[config.mk]
export PLATFORM = sky130hd
export DESIGN_NAME = mult32u_stream_ctrl
export DESIGN_NICKNAME = d
export VERILOG_FILES = /design/src/rtl/mult_stream_pkg.sv /design/src/rtl/mult_result_fifo.sv /design/src/rtl/mult32u_stream_ctrl.sv
export SDC_FILE = /design/constraint.sdc
export NUM_CORES = 1
export LEC_CHECK = 0
export CORE_UTILIZATION = 49
export CTS_CLUSTER_SIZE = 40
export DETAILED_ROUTE_END_ITERATION = 8
export GPL_TIMING_DRIVEN = 0
export HOLD_SLACK_MARGIN = 0.06
export PLACE_DENSITY = 0.8
export SLEW_MARGIN = 30
export SYNTH_ARGS = -nofsm -noshare
export SYNTH_HDL_FRONTEND = slang
export SYNTH_SLANG_ARGS = --single-unit
[constraint.sdc]
create_clock -name clk -period 3.52 [get_ports clk]
set_input_delay 0.528 -clock clk [delete_from_list [all_inputs] [get_ports clk]]
set_output_delay 0.528 -clock clk [all_outputs]
set_load 0.02 [all_outputs]
[src/rtl/mult_stream_pkg.sv]
// Shared widths and default timing/depth for the unsigned multiplier stream block.
// Latency: n/a (constants and types only).
// Backpressure: n/a.
package mult_stream_pkg;

  localparam int OPERAND_W   = 32;
  localparam int PRODUCT_W   = 64;
  localparam int MUL_LATENCY = 2;
  localparam int FIFO_DEPTH  = 4;

  typedef logic [OPERAND_W-1:0] operand_t;
  typedef logic [PRODUCT_W-1:0] product_t;

endpackage

[src/rtl/mult_result_fifo.sv]
// Fall-through result FIFO: head entry visible on rd_data whenever count != 0.
// Latency: a write at edge E is visible on rd_data in the cycle after E.
// Backpressure: none internally; the writer must never write when full (asserted).
// Ports: clk, rst_n; wr_en/wr_data write side; pop/rd_data read side; count occupancy.
module mult_result_fifo #(
  parameter int DEPTH = 4,
  parameter int W     = 64
) (
  input  logic                   clk,
  input  logic                   rst_n,
  input  logic                   wr_en,
  input  logic [W-1:0]           wr_data,
  input  logic                   pop,
  output logic [W-1:0]           rd_data,
  output logic [$clog2(DEPTH):0] count
);

  localparam int AW = $clog2(DEPTH);
  localparam int CW = AW + 1;

  logic [W-1:0]  r_mem [DEPTH];
  logic [AW-1:0] r_wr_ptr;
  logic [AW-1:0] r_rd_ptr;
  logic [CW-1:0] r_count;
  logic          w_do_pop;
  logic          w_full;

  assign w_do_pop = pop && (r_count != '0);
  assign w_full   = (r_count == CW'(DEPTH));

  // Pointers wrap naturally because DEPTH is a power of two.
  always_ff @(posedge clk or negedge rst_n) begin
    if (!rst_n) begin
      r_wr_ptr <= '0;
      r_rd_ptr <= '0;
      r_count  <= '0;
    end else begin
      if (wr_en)    r_wr_ptr <= r_wr_ptr + AW'(1);
      if (w_do_pop) r_rd_ptr <= r_rd_ptr + AW'(1);
      case ({wr_en, w_do_pop})
        2'b10:   r_count <= r_count + CW'(1);
        2'b01:   r_count <= r_count - CW'(1);
        default: r_count <= r_count;
      endcase
    end
  end

  // Storage is deliberately left unreset; only pointers define validity.
  always_ff @(posedge clk) begin
    if (wr_en) r_mem[r_wr_ptr] <= wr_data;
  end

  assign rd_data = r_mem[r_rd_ptr];
  assign count   = r_count;

  // The controller's credit check must make a write into a full FIFO impossible.
  a_no_overflow: assert property (@(posedge clk) disable iff (!rst_n) !(wr_en && w_full));

endmodule

[src/rtl/mult32u_stream_ctrl.sv]
// Valid/ready front end for a registered multiplier, buffering products in a result FIFO.
// Latency: 3 cycles in-to-out (fire at E0, FIFO write at E0+MUL_LATENCY, visible next cycle).
// Backpressure: in_ready drops when buffered + in-flight results would exceed FIFO_DEPTH.
// Ports: clk, rst_n; in_valid/in_ready/in_a/in_b upstream; mul_* to/from multiplier;
//        out_valid/out_ready/out_product downstream; ops_done pop counter.
module mult32u_stream_ctrl #(
  parameter int MUL_LATENCY = mult_stream_pkg::MUL_LATENCY,
  parameter int FIFO_DEPTH  = mult_stream_pkg::FIFO_DEPTH
) (
  input  logic        clk,
  input  logic        rst_n,
  input  logic        in_valid,
  output logic        in_ready,
  input  logic [31:0] in_a,
  input  logic [31:0] in_b,
  output logic [31:0] mul_multiplicand,
  output logic [31:0] mul_multiplier,
  input  logic [63:0] mul_product,
  output logic        out_valid,
  input  logic        out_ready,
  output logic [63:0] out_product,
  output logic [31:0] ops_done
);

  import mult_stream_pkg::*;

  localparam int CW = $clog2(FIFO_DEPTH) + 1;

  logic [MUL_LATENCY-1:0] r_vld_sr;
  logic [31:0]            r_ops_done;
  logic [CW-1:0]          w_fifo_count;
  logic [CW-1:0]          w_inflight;
  logic [CW:0]            w_occupancy;
  logic                   w_fire;
  logic                   w_pop;
  logic                   w_wr;
  product_t               w_fifo_head;
  operand_t               w_a;
  operand_t               w_b;

  // Operands go straight to the multiplier; only accepted pairs are tracked.
  assign w_a              = in_a;
  assign w_b              = in_b;
  assign mul_multiplicand = w_a;
  assign mul_multiplier   = w_b;

  always_comb begin
    w_inflight = '0;
    for (int i = 0; i < MUL_LATENCY; i++) begin
      w_inflight = w_inflight + CW'(r_vld_sr[i]);
    end
  end

  // Every accepted pair owns a FIFO slot from the moment it fires. A pop in the
  // same cycle is not credited, which keeps in_ready off the out_ready path.
  assign w_occupancy = {1'b0, w_fifo_count} + {1'b0, w_inflight};
  assign in_ready    = rst_n && (w_occupancy < (CW+1)'(FIFO_DEPTH));
  assign w_fire      = in_valid && in_ready;
  assign w_wr        = r_vld_sr[MUL_LATENCY-1];
  assign out_valid   = (w_fifo_count != '0);
  assign w_pop       = out_valid && out_ready;

  // Clearing the shift register on reset is what keeps stale multiplier
  // contents from ever being written after release.
  always_ff @(posedge clk or negedge rst_n) begin
    if (!rst_n) begin
      r_vld_sr   <= '0;
      r_ops_done <= '0;
    end else begin
      r_vld_sr <= (r_vld_sr << 1) | MUL_LATENCY'(w_fire);
      if (w_pop) r_ops_done <= r_ops_done + 32'd1;
    end
  end

  assign ops_done = r_ops_done;

  mult_result_fifo #(
    .DEPTH (FIFO_DEPTH),
    .W     (PRODUCT_W)
  ) u_fifo (
    .clk     (clk),
    .rst_n   (rst_n),
    .wr_en   (w_wr),
    .wr_data (mul_product),
    .pop     (w_pop),
    .rd_data (w_fifo_head),
    .count   (w_fifo_count)
  );

  assign out_product = w_fifo_head;

endmodule
==> results of run 1 <==
## layout by cell type (no fill, tap or decap), types with 2 or more instances in the layout
master,netlist,layout
sky130_fd_sc_hd__xor2_1,9,9
sky130_fd_sc_hd__and2_4,0,4
sky130_fd_sc_hd__buf_2,9,7
sky130_fd_sc_hd__buf_1,3,3
sky130_fd_sc_hd__mux4_2,64,64
sky130_fd_sc_hd__clkdlybuf4s50_1,0,228
sky130_fd_sc_hd__xnor2_1,28,28
sky130_fd_sc_hd__nor3_1,4,4
sky130_fd_sc_hd__buf_12,0,2
sky130_fd_sc_hd__clkinv_1,0,5
sky130_fd_sc_hd__nand2_1,15,15
sky130_fd_sc_hd__nand4b_1,2,2
sky130_fd_sc_hd__clkbuf_16,0,31
sky130_fd_sc_hd__ha_1,7,7
sky130_fd_sc_hd__nor2_1,7,7
sky130_fd_sc_hd__nor4_1,3,3
sky130_fd_sc_hd__buf_16,0,3
sky130_fd_sc_hd__bufinv_16,0,3
sky130_fd_sc_hd__clkbuf_1,4,13
sky130_fd_sc_hd__nand4_1,11,11
sky130_fd_sc_hd__dfrtp_1,41,41
sky130_fd_sc_hd__inv_1,11,11
sky130_fd_sc_hd__nor3_2,2,2
sky130_fd_sc_hd__edfxtp_1,256,256
sky130_fd_sc_hd__nand3_1,13,13
sky130_fd_sc_hd__buf_4,64,64
sky130_fd_sc_hd__clkinv_2,0,6
sky130_fd_sc_hd__clkbuf_4,0,3
sky130_fd_sc_hd__and3_1,2,2
## layout make-up
| class | instances | area (µm²) |
|---|---|---|
| sequential | 297 | 8713 |
| fill | 1613 | 7974 |
| timing repair buffer | 235 | 2420 |
| multi-input combinational | 183 | 2328 |
| clock buffer | 40 | 809.5 |
| buffer | 81 | 570.5 |
| tap | 319 | 399.1 |
| clock inverter | 15 | 146.4 |
| inverter | 11 | 41.29 |
## worst min path at each step
stage                        to  slack (ns)         from  cells past startpoint
finish              r_vld_sr[1]        0.39  r_vld_sr[0]                      0
CTS                 r_vld_sr[1]        0.39  r_vld_sr[0]                      0
floorplan           ops_done[0]        0.23        rst_n                      0
global route        r_vld_sr[1]        0.40  r_vld_sr[0]                      0
detailed placement  r_vld_sr[1]        0.38  r_vld_sr[0]                      0
global placement    r_vld_sr[1]        0.37  r_vld_sr[0]                      0
## critical path, cell delays in order, from the launching register on
cell and delay (ns):
sky130_fd_sc_hd__dfrtp_1 0.41, sky130_fd_sc_hd__buf_2 0.34, sky130_fd_sc_hd__buf_2 0.39, sky130_fd_sc_hd__mux4_2 0.55
sky130_fd_sc_hd__clkdlybuf4s50_1 0.58
## what timing repair did
action / CTS / global route
gates resized for setup: 0 / 3
setup buffers: 0 / 0
hold buffers: 1 / 0
endpoints found under the setup margin: 0 / 18
hold endpoints to repair: 15 / 0
## power groups by stage
stage / logic, mW / registers [mW] / clock network, mW
after floorplan: 2.07 / 4.36 / 0
after global placement: 3.52 / 4.36 / 0
after global routing: 3.76 / 4.30 / 3.30
final: 3.54 / 4.27 / 3.09
after detailed placement: 3.59 / 4.35 / 0
after CTS: 3.61 / 4.28 / 3.16
## registers in the layout, indices dropped and copies added (netlist names)
signal,cells
u_fifo.r_mem,256
ops_done,32
u_fifo.count,3
r_vld_sr,2
u_fifo.r_rd_ptr,2
u_fifo.r_wr_ptr,2
## layer usage
layer,wire length [µm],up-vias
met1,9016,3015
met3,1880,28
met4,356,2
li1,-,2728
met2,12910,239
met5,12,-
## logic make-up (layout without fill, tap and decap cells)
| kind of cell | count (synthesis) | in the layout | share of synthesized area, % |
|---|---|---|---|
| xor+xnor | 37 | 37 | 2.785 |
| compound gates | 4 | 4 | 0.2795 |
| fa+ha+maj | 8 | 8 | 0.9247 |
| simple gates | 69 | 69 | 3.462 |
| flops | 297 | 297 | 74.88 |
| buf+inv | 92 | 382 | 5.193 |
| mux | 65 | 65 | 12.47 |
==> results.md, run 1 <==
Run status:
- The flow ran to the end, and the final reports show no timing, DRC or antenna violations.

Setup path:
- The first element of the critical path is u_fifo.r_rd_ptr[0].
- The worst setup path is captured at a primary output.
- The critical path endpoint is out_product[54].
- In this run the worst path has a maximum fanout of 10.
- Setup slack on the worst reg-to-reg path comes out at 1.22 ns.
- In this run the critical register-to-register path is launched from u_fifo.count[0].
- The endpoint required time on the critical path is 2.99 ns.
- The critical path launch point type is a flop.
- The number of cells on the worst reg-to-reg path is 9.
- For the worst setup path, the data arrival time is 2.81 ns.
- The worst reg2reg path endpoint is u_fifo.count[2].
- The type of the worst setup path is reg -> out.

Yosys:
- Of all flip-flops after synthesis, the portion carrying an async set or reset was 13.80%.
- The biggest area consumer among synthesized cells is sky130_fd_sc_hd__edfxtp_1.
- The post-synthesis cell type count is 33.
- The commonest cells after synthesis are 256 x sky130_fd_sc_hd__edfxtp_1, 64 x sky130_fd_sc_hd__buf_4, 64 x sky130_fd_sc_hd__mux4_2.
- The synthesized cell area is 11640 µm².
- The synthesis warning total is 0.
- The most numerous cell in the Yosys netlist is sky130_fd_sc_hd__edfxtp_1.
- Synthesis produced a netlist with a net count of 712.
- After synthesis, the cell types taking the most area are sky130_fd_sc_hd__edfxtp_1 66%, sky130_fd_sc_hd__mux4_2 12%, sky130_fd_sc_hd__dfrtp_1 8.8%.
- In the synthesized netlist the dominant register cell turns out to be sky130_fd_sc_hd__edfxtp_1.
- The cell count after synthesis is 572.
- After synthesis the netlist holds a flip-flop and latch count of 297.
- A synthesized cell averages 20.34 µm².
- The synthesized design contains 256 enable-type register cells.
- The top cell type by area accounts for 66.06% of the synthesized area.
- Sequential cells were found to cover 74.88% of the synthesized design area.

Power and ir drop:
- The design draws 10.90 mW.
- VDD sags by at most 0.3394 mV.
- The relative contribution of combinational cells to total power is 32.5%.
- The relative contribution of sequential cells to total power is 39.2%.
- The internal power of the cells totals 7.746 mW.
- Dividing total power by cell area gives a power density of 706.3 nW/µm².
- The portion of total power attributed to the clock network is 28.3%.
- The switching part of the total is 28.92%.
- The analysis attributes to net switching a power of 3.151 mW.
- Summed over all cells, the static leakage comes to 5.385 nW.

Floorplan:
- The number of ports placed on the die boundary is 294.
- In this run the horizontal extent of the chip is 156.1 µm.
- The die is 156.1 µm tall.
- The standard cell core area is 23400 µm².
- The number of cell rows is 56.
- The die covers 24370 µm².
- Once the floorplan was initialized, standard cells occupied 49.72% of the core.

STA:
- The number of endpoints with negative hold slack in the final report is 0.
- The transition time at the pin with the least slew margin is 0.6812 ns.
- The number of pins with negative max-slew slack in the final report is 0.
- The routed design could run at a clock period as short as 3.337 ns.
- The worst slew slack as a fraction of its limit is 54.58%.
- Static timing analysis puts the maximum clock frequency at 299.6 MHz.
- Setup violations remaining at the end of the flow were counted as 0.
- The worst-case setup margin in the final layout is 0.1825 ns.
- The tightest hold path in the finished design has a slack of 0.3877 ns.
- The clock arrives with 0.008411 ns of skew.
- The post-route clock period utilization is 94.82%.
- The aggregate negative setup slack is 0 ns.

Clock network:
- After clock tree synthesis, the clock-pin slew on the worst setup and hold paths is 0.06 ns.
- Clock latency on the worst-skew pair, taken at its later pin, is 0.54 ns.
- The tree is rooted in a sky130_fd_sc_hd__clkbuf_16.
- The buffer depth of the longest clock path is 3.
- TritonCTS created 30 clock buffers.
- TritonCTS built the clock tree.
- The tree built by TritonCTS fans out to 297 sinks.
- The number of levels the H-tree was split into is 1.

Job:
- The tool flagged a number of max-cap violations equal to 0.

GRT:
- The number of antenna violations at the first check in global routing was 1.
- The wire length of the first global-routing pass is 36000 µm.
- The leftover overflow at the end of global routing is 0.
- The number of global-route vias before repair came to 6289.
- Global routing used 4.833% of the available met3 tracks.
- The global-route layer with the greatest usage is met2.
- The combined global-route utilization of all metal layers is 19.82%.
- The routing usage on met1 is 23.82%.
- The met2 global-route usage is 35.95%.
- Entering global routing, the biggest net connects 43 pins.

Placement:
- The post-placement worst setup slack is 0.6632 ns.
- After legalization and detailed placement, the total HPWL measured 16490 µm.
- The number of I/O port buffers is 229.
- The number of placed cells counting well taps is 1125.
- At the end of routability-driven placement, the weighted congestion stood at 0.8975.
- The instance area at placement is 14460 µm².

Detailed routing:
- The final layout contains routed wiring with a total length of 24180 µm.
- The total number of vias is 6012.
- Using the TritonRoute via totals, the vias-per-cell ratio works out to 5.091.
- The number of routed nets with antenna violations is 0.
- After the first detailed-routing iteration, the DRC count stood at 327.
- After detailed routing, the number of remaining DRC violations is 0.
- The detailed-routing iteration count for the pre-antenna-repair pass is 4.
- In the final routed layout, each cell accounts on average for 20.47 µm.

Finish:
- The final layout contains 979 nets.
- The fraction of layout instances using a drive strength above 1 is 22.74%.
- After the flow finishes, the layout carries non-filler instances totaling 1181.
- The utilization after layout is 65.93%.
- 0 antenna diodes ended up in the layout.
- The area added between synthesis and finish is 32.59%.
- The finished layout cell area is 15430 µm².

Min path:
- The path class of the tightest hold or removal check is reg -> reg.
Note: power is estimated with default switching activity, not from simulation.
==> run 2: changes to the inputs <==
--- a/config.mk
+++ b/config.mk
@@ -10,7 +10,7 @@
 export DETAILED_ROUTE_END_ITERATION = 8
 export GPL_TIMING_DRIVEN = 0
 export HOLD_SLACK_MARGIN = 0.06
-export PLACE_DENSITY = 0.8
+export PLACE_DENSITY = 0.77
 export SLEW_MARGIN = 30
 export SYNTH_ARGS = -nofsm -noshare
 export SYNTH_HDL_FRONTEND = slang
==> run 2 against run 1 <==
Fmax up 0.26%. Largest power group unchanged. Via count fell by 0.47%. Core utilization fell by 0.16 points. Flip-flop and latch count stayed put. Largest cell class unchanged. Clock skew increased by 0.0025 ns.
==> results.md, run 2 (synthesis results as in run 1) <==
Clock network:
- The clock-pin slew reported for the worst setup and hold paths after clock tree synthesis is 0.06 ns (about the same).
- The buffer depth of the longest clock path is 3 (unchanged).
- The CTS buffer count is 29 (was 30).
- The latest clock arrival within the worst-skew pair is 0.53 ns (was 0.54 ns).
- The TritonCTS clock tree is done (unchanged).
- The number of clock sinks was 297 (unchanged).
- The number of levels the H-tree was split into was 1 (unchanged).
- The buffers inserted during post-CTS setup optimization came to 0 (unchanged).
- The clock root buffer was sky130_fd_sc_hd__clkbuf_16 (unchanged).

Power and ir drop:
- The power per standard cell area is 700.3 nW/µm² (was 706.3 nW/µm²).
- The standby leakage power is 5.371 nW (was 5.385 nW).
- The worst vdd rail ir drop came to 0.4342 mV (was 0.3394 mV).

Placement:
- The half-perimeter wire length of the detailed placement result is 14840 µm (was 16490 µm).
- The post-placement worst setup slack is 0.6611 ns (was 0.6632 ns).
- The final RePlAce weighted congestion came to 0.7858 (was 0.8975).
- The number of I/O port buffers is 229 (unchanged).
- The number of placed cells counting well taps is 1125 (unchanged).

Detailed routing:
- The number of routed nets with antenna violations is 0 (unchanged).
- The number of remaining DRC errors was 0 (unchanged).
- The number of violations reported at the end of detailed-routing iteration 0 is 365 (was 327).
- The total wire length is 22600 µm (was 24180 µm).
- The average detailed-routed wire length per instance is 19.17 µm (was 20.47 µm).
- The detailed-routing iteration count for the pre-antenna-repair pass was 4 (unchanged).
- The total number of vias is 5984 (was 6012).
- The mean number of vias per cell came to 5.075 (was 5.091).

Setup path:
- The master of the slowest instance on the critical path is sky130_fd_sc_hd__mux4_2 (was sky130_fd_sc_hd__clkdlybuf4s50_1).
- The worst path buffer plus inverter count is 3 (unchanged).
- The sort of element at the end of the critical path is a primary output (unchanged).
- The longest individual stage delay on the worst path is 0.57 ns (was 0.58 ns).
- The critical path launch point type is a flop (unchanged).
- Worst path cell trace: buf_2, buf_2, mux4_2, clkdlybuf4s50_1 (unchanged).
- The cell repeated most along the worst path is sky130_fd_sc_hd__buf_2 (unchanged).
- The endpoint arrival time on the critical path was 2.80 ns (was 2.81 ns).
- The endpoint required time on the critical path is 2.99 ns (about the same).
- The family with the most delay on the worst path is buffers and inverters (unchanged).
- The type of the worst setup path is reg -> out (unchanged).
- The largest fanout of any net on the critical path came to 10 (unchanged).

Floorplan:
- The number of ports placed on the die boundary is 294 (unchanged).
- The standard cell core area is 23400 µm² (unchanged).
- The die boundary width was 156.1 µm (unchanged).
- The number of cell rows is 56 (unchanged).
- The starting density of the core was 49.72% (unchanged).
- The die area came to 24370 µm² (unchanged).
- The height of the die was 156.1 µm (unchanged).

Finish:
- The utilization after layout is 65.77% (was 65.93%).
- The commonest non-fill, non-tap cell in the layout is sky130_fd_sc_hd__edfxtp_1 (unchanged).
- The antenna diode instance count came to 0 (unchanged).
- The number of flip-flops under the largest register name came to 256 (unchanged).
- The fraction of layout instances using a drive strength above 1 was 22.67% (was 22.74%).
- The number of filler cells placed in the layout came to 1645 (was 1613).
- Most frequent cells in the layout: 256 x sky130_fd_sc_hd__edfxtp_1, 228 x sky130_fd_sc_hd__clkdlybuf4s50_1, 64 x sky130_fd_sc_hd__mux4_2, 64 x sky130_fd_sc_hd__buf_4, 41 x sky130_fd_sc_hd__dfrtp_1 (unchanged).
- The flip-flop and latch area is 8713 µm² (unchanged).
- The total area of multi-input combinational cells came to 2328 µm² (unchanged).
- The number of standard cells in the layout, taps in and fillers out is 1179 (was 1181).
- The area added between synthesis and finish is 32.28% (was 32.59%).
- The top register by number of flip-flops was u_fifo.r_mem (unchanged).
- The final net count is 978 (was 979).

STA:
- The worst setup skew after layout was 0.01091 ns (was 0.008411 ns).
- The worst slew slack as a fraction of its limit is 55.60% (was 54.58%).
- The worst-case setup margin in the final layout is 0.1913 ns (was 0.1825 ns).
- The number of pins with negative max-slew slack in the final report is 0 (unchanged).
- Setup repair after global routing left no endpoint under its margin.
- The number of endpoints with negative hold slack in the final report is 0 (unchanged).
- The aggregate negative setup slack is 0 ns (unchanged).
- The post-route clock period utilization is 94.57% (was 94.82%).
- The achievable frequency was 300.4 MHz (was 299.6 MHz).
- The clock period minus worst slack is 3.329 ns (was 3.337 ns).
- The count of final setup violators came to 0 (unchanged).
- The smallest hold slack is 0.3865 ns (was 0.3877 ns).
- The transition time at the pin with the least slew margin was 0.6660 ns (was 0.6812 ns).

GRT:
- The number of global-route vias before repair is 6290 (was 6289).
- The pin count of the biggest net entering global routing is 43 (unchanged).
- The number of antenna violations at the first check in global routing is 0 (was 1).
- The wire length of the first global-routing pass is 34450 µm (was 36000 µm).
- The leftover overflow at the end of global routing is 0 (unchanged).
- The combined global-route utilization of all metal layers is 18.41% (was 19.82%).

Run status:
- Run status: complete, no violations (unchanged).

Job:
- The number of max-cap violations is 0 (unchanged).

Min path:
- The worst min-delay path category is reg -> reg (unchanged).
==> run 2: worst register-to-register path, cell delays in order, from the launching register on <==
cell and delay, ns:
sky130_fd_sc_hd__dfrtp_1 0.45, sky130_fd_sc_hd__o31ai_2 0.37, sky130_fd_sc_hd__buf_2 0.31, sky130_fd_sc_hd__inv_1 0.14
sky130_fd_sc_hd__ha_1 0.25, sky130_fd_sc_hd__inv_1 0.07, sky130_fd_sc_hd__fa_1 0.17, sky130_fd_sc_hd__xor2_1 0.15
sky130_fd_sc_hd__nor2_1 0.07, sky130_fd_sc_hd__xnor2_1 0.12
==> run 2: cell type report <==
cell class	count	share of cell area [%]
buffer	81	3.707
clock buffer	37	4.910
clock inverter	16	1.016
inverter	11	0.2682
multi-input combinational	183	15.13
sequential	297	56.61
tap	319	2.593
timing repair buffer	235	15.77
==> run 2: worst paths after layout <==
kind | depth (start not counted) | start | slack [ns] | to
worst max-delay path | 4 | u_fifo.r_rd_ptr[0] | 0.19 | out_product[33]
worst min-delay path | 0 | r_vld_sr[0] | 0.39 | r_vld_sr[1]
worst max register to register | 9 | u_fifo.count[0] | 1.32 | u_fifo.count[2]
worst min register to register | 0 | r_vld_sr[0] | 0.39 | r_vld_sr[1]
max in group asynchronous | 3 | rst_n | 2.59 | ops_done[16]
min in group asynchronous | 2 | rst_n | 0.47 | u_fifo.count[2]
==> run 2: where the power goes <==
part / internal (mW) / switching, mW
Combinational: 1.78 / 1.74
Clock: 1.73 / 1.24
Sequential: 4.14 / 0.137
==> run 2: what timing repair did <==
action                                  CTS  global route
resized for setup                         0             3
hold buffers                              1             0
hold endpoints to repair                 13             0
endpoints found under the setup margin    0             2
==> run 2: per-stage QoR <==
step	total power [mW]	cell area [µm²]
finish	10.78	15390
CTS	10.92	15380
floorplan	6.431	11640
global placement	7.877	14330
detailed placement	7.926	14460
global route	11.23	15390
==> run 2: routing by layer <==
layer  vias up  share of wire, %  GRT usage [%]  wire, µm
met2       244                48          30.08     10890
met3        29               7.8          4.472      1768
met1      2988                42          25.28      9581
li1       2723                 -              -         -
met5         -                 0              0         0
met4         0               1.6          3.875       360
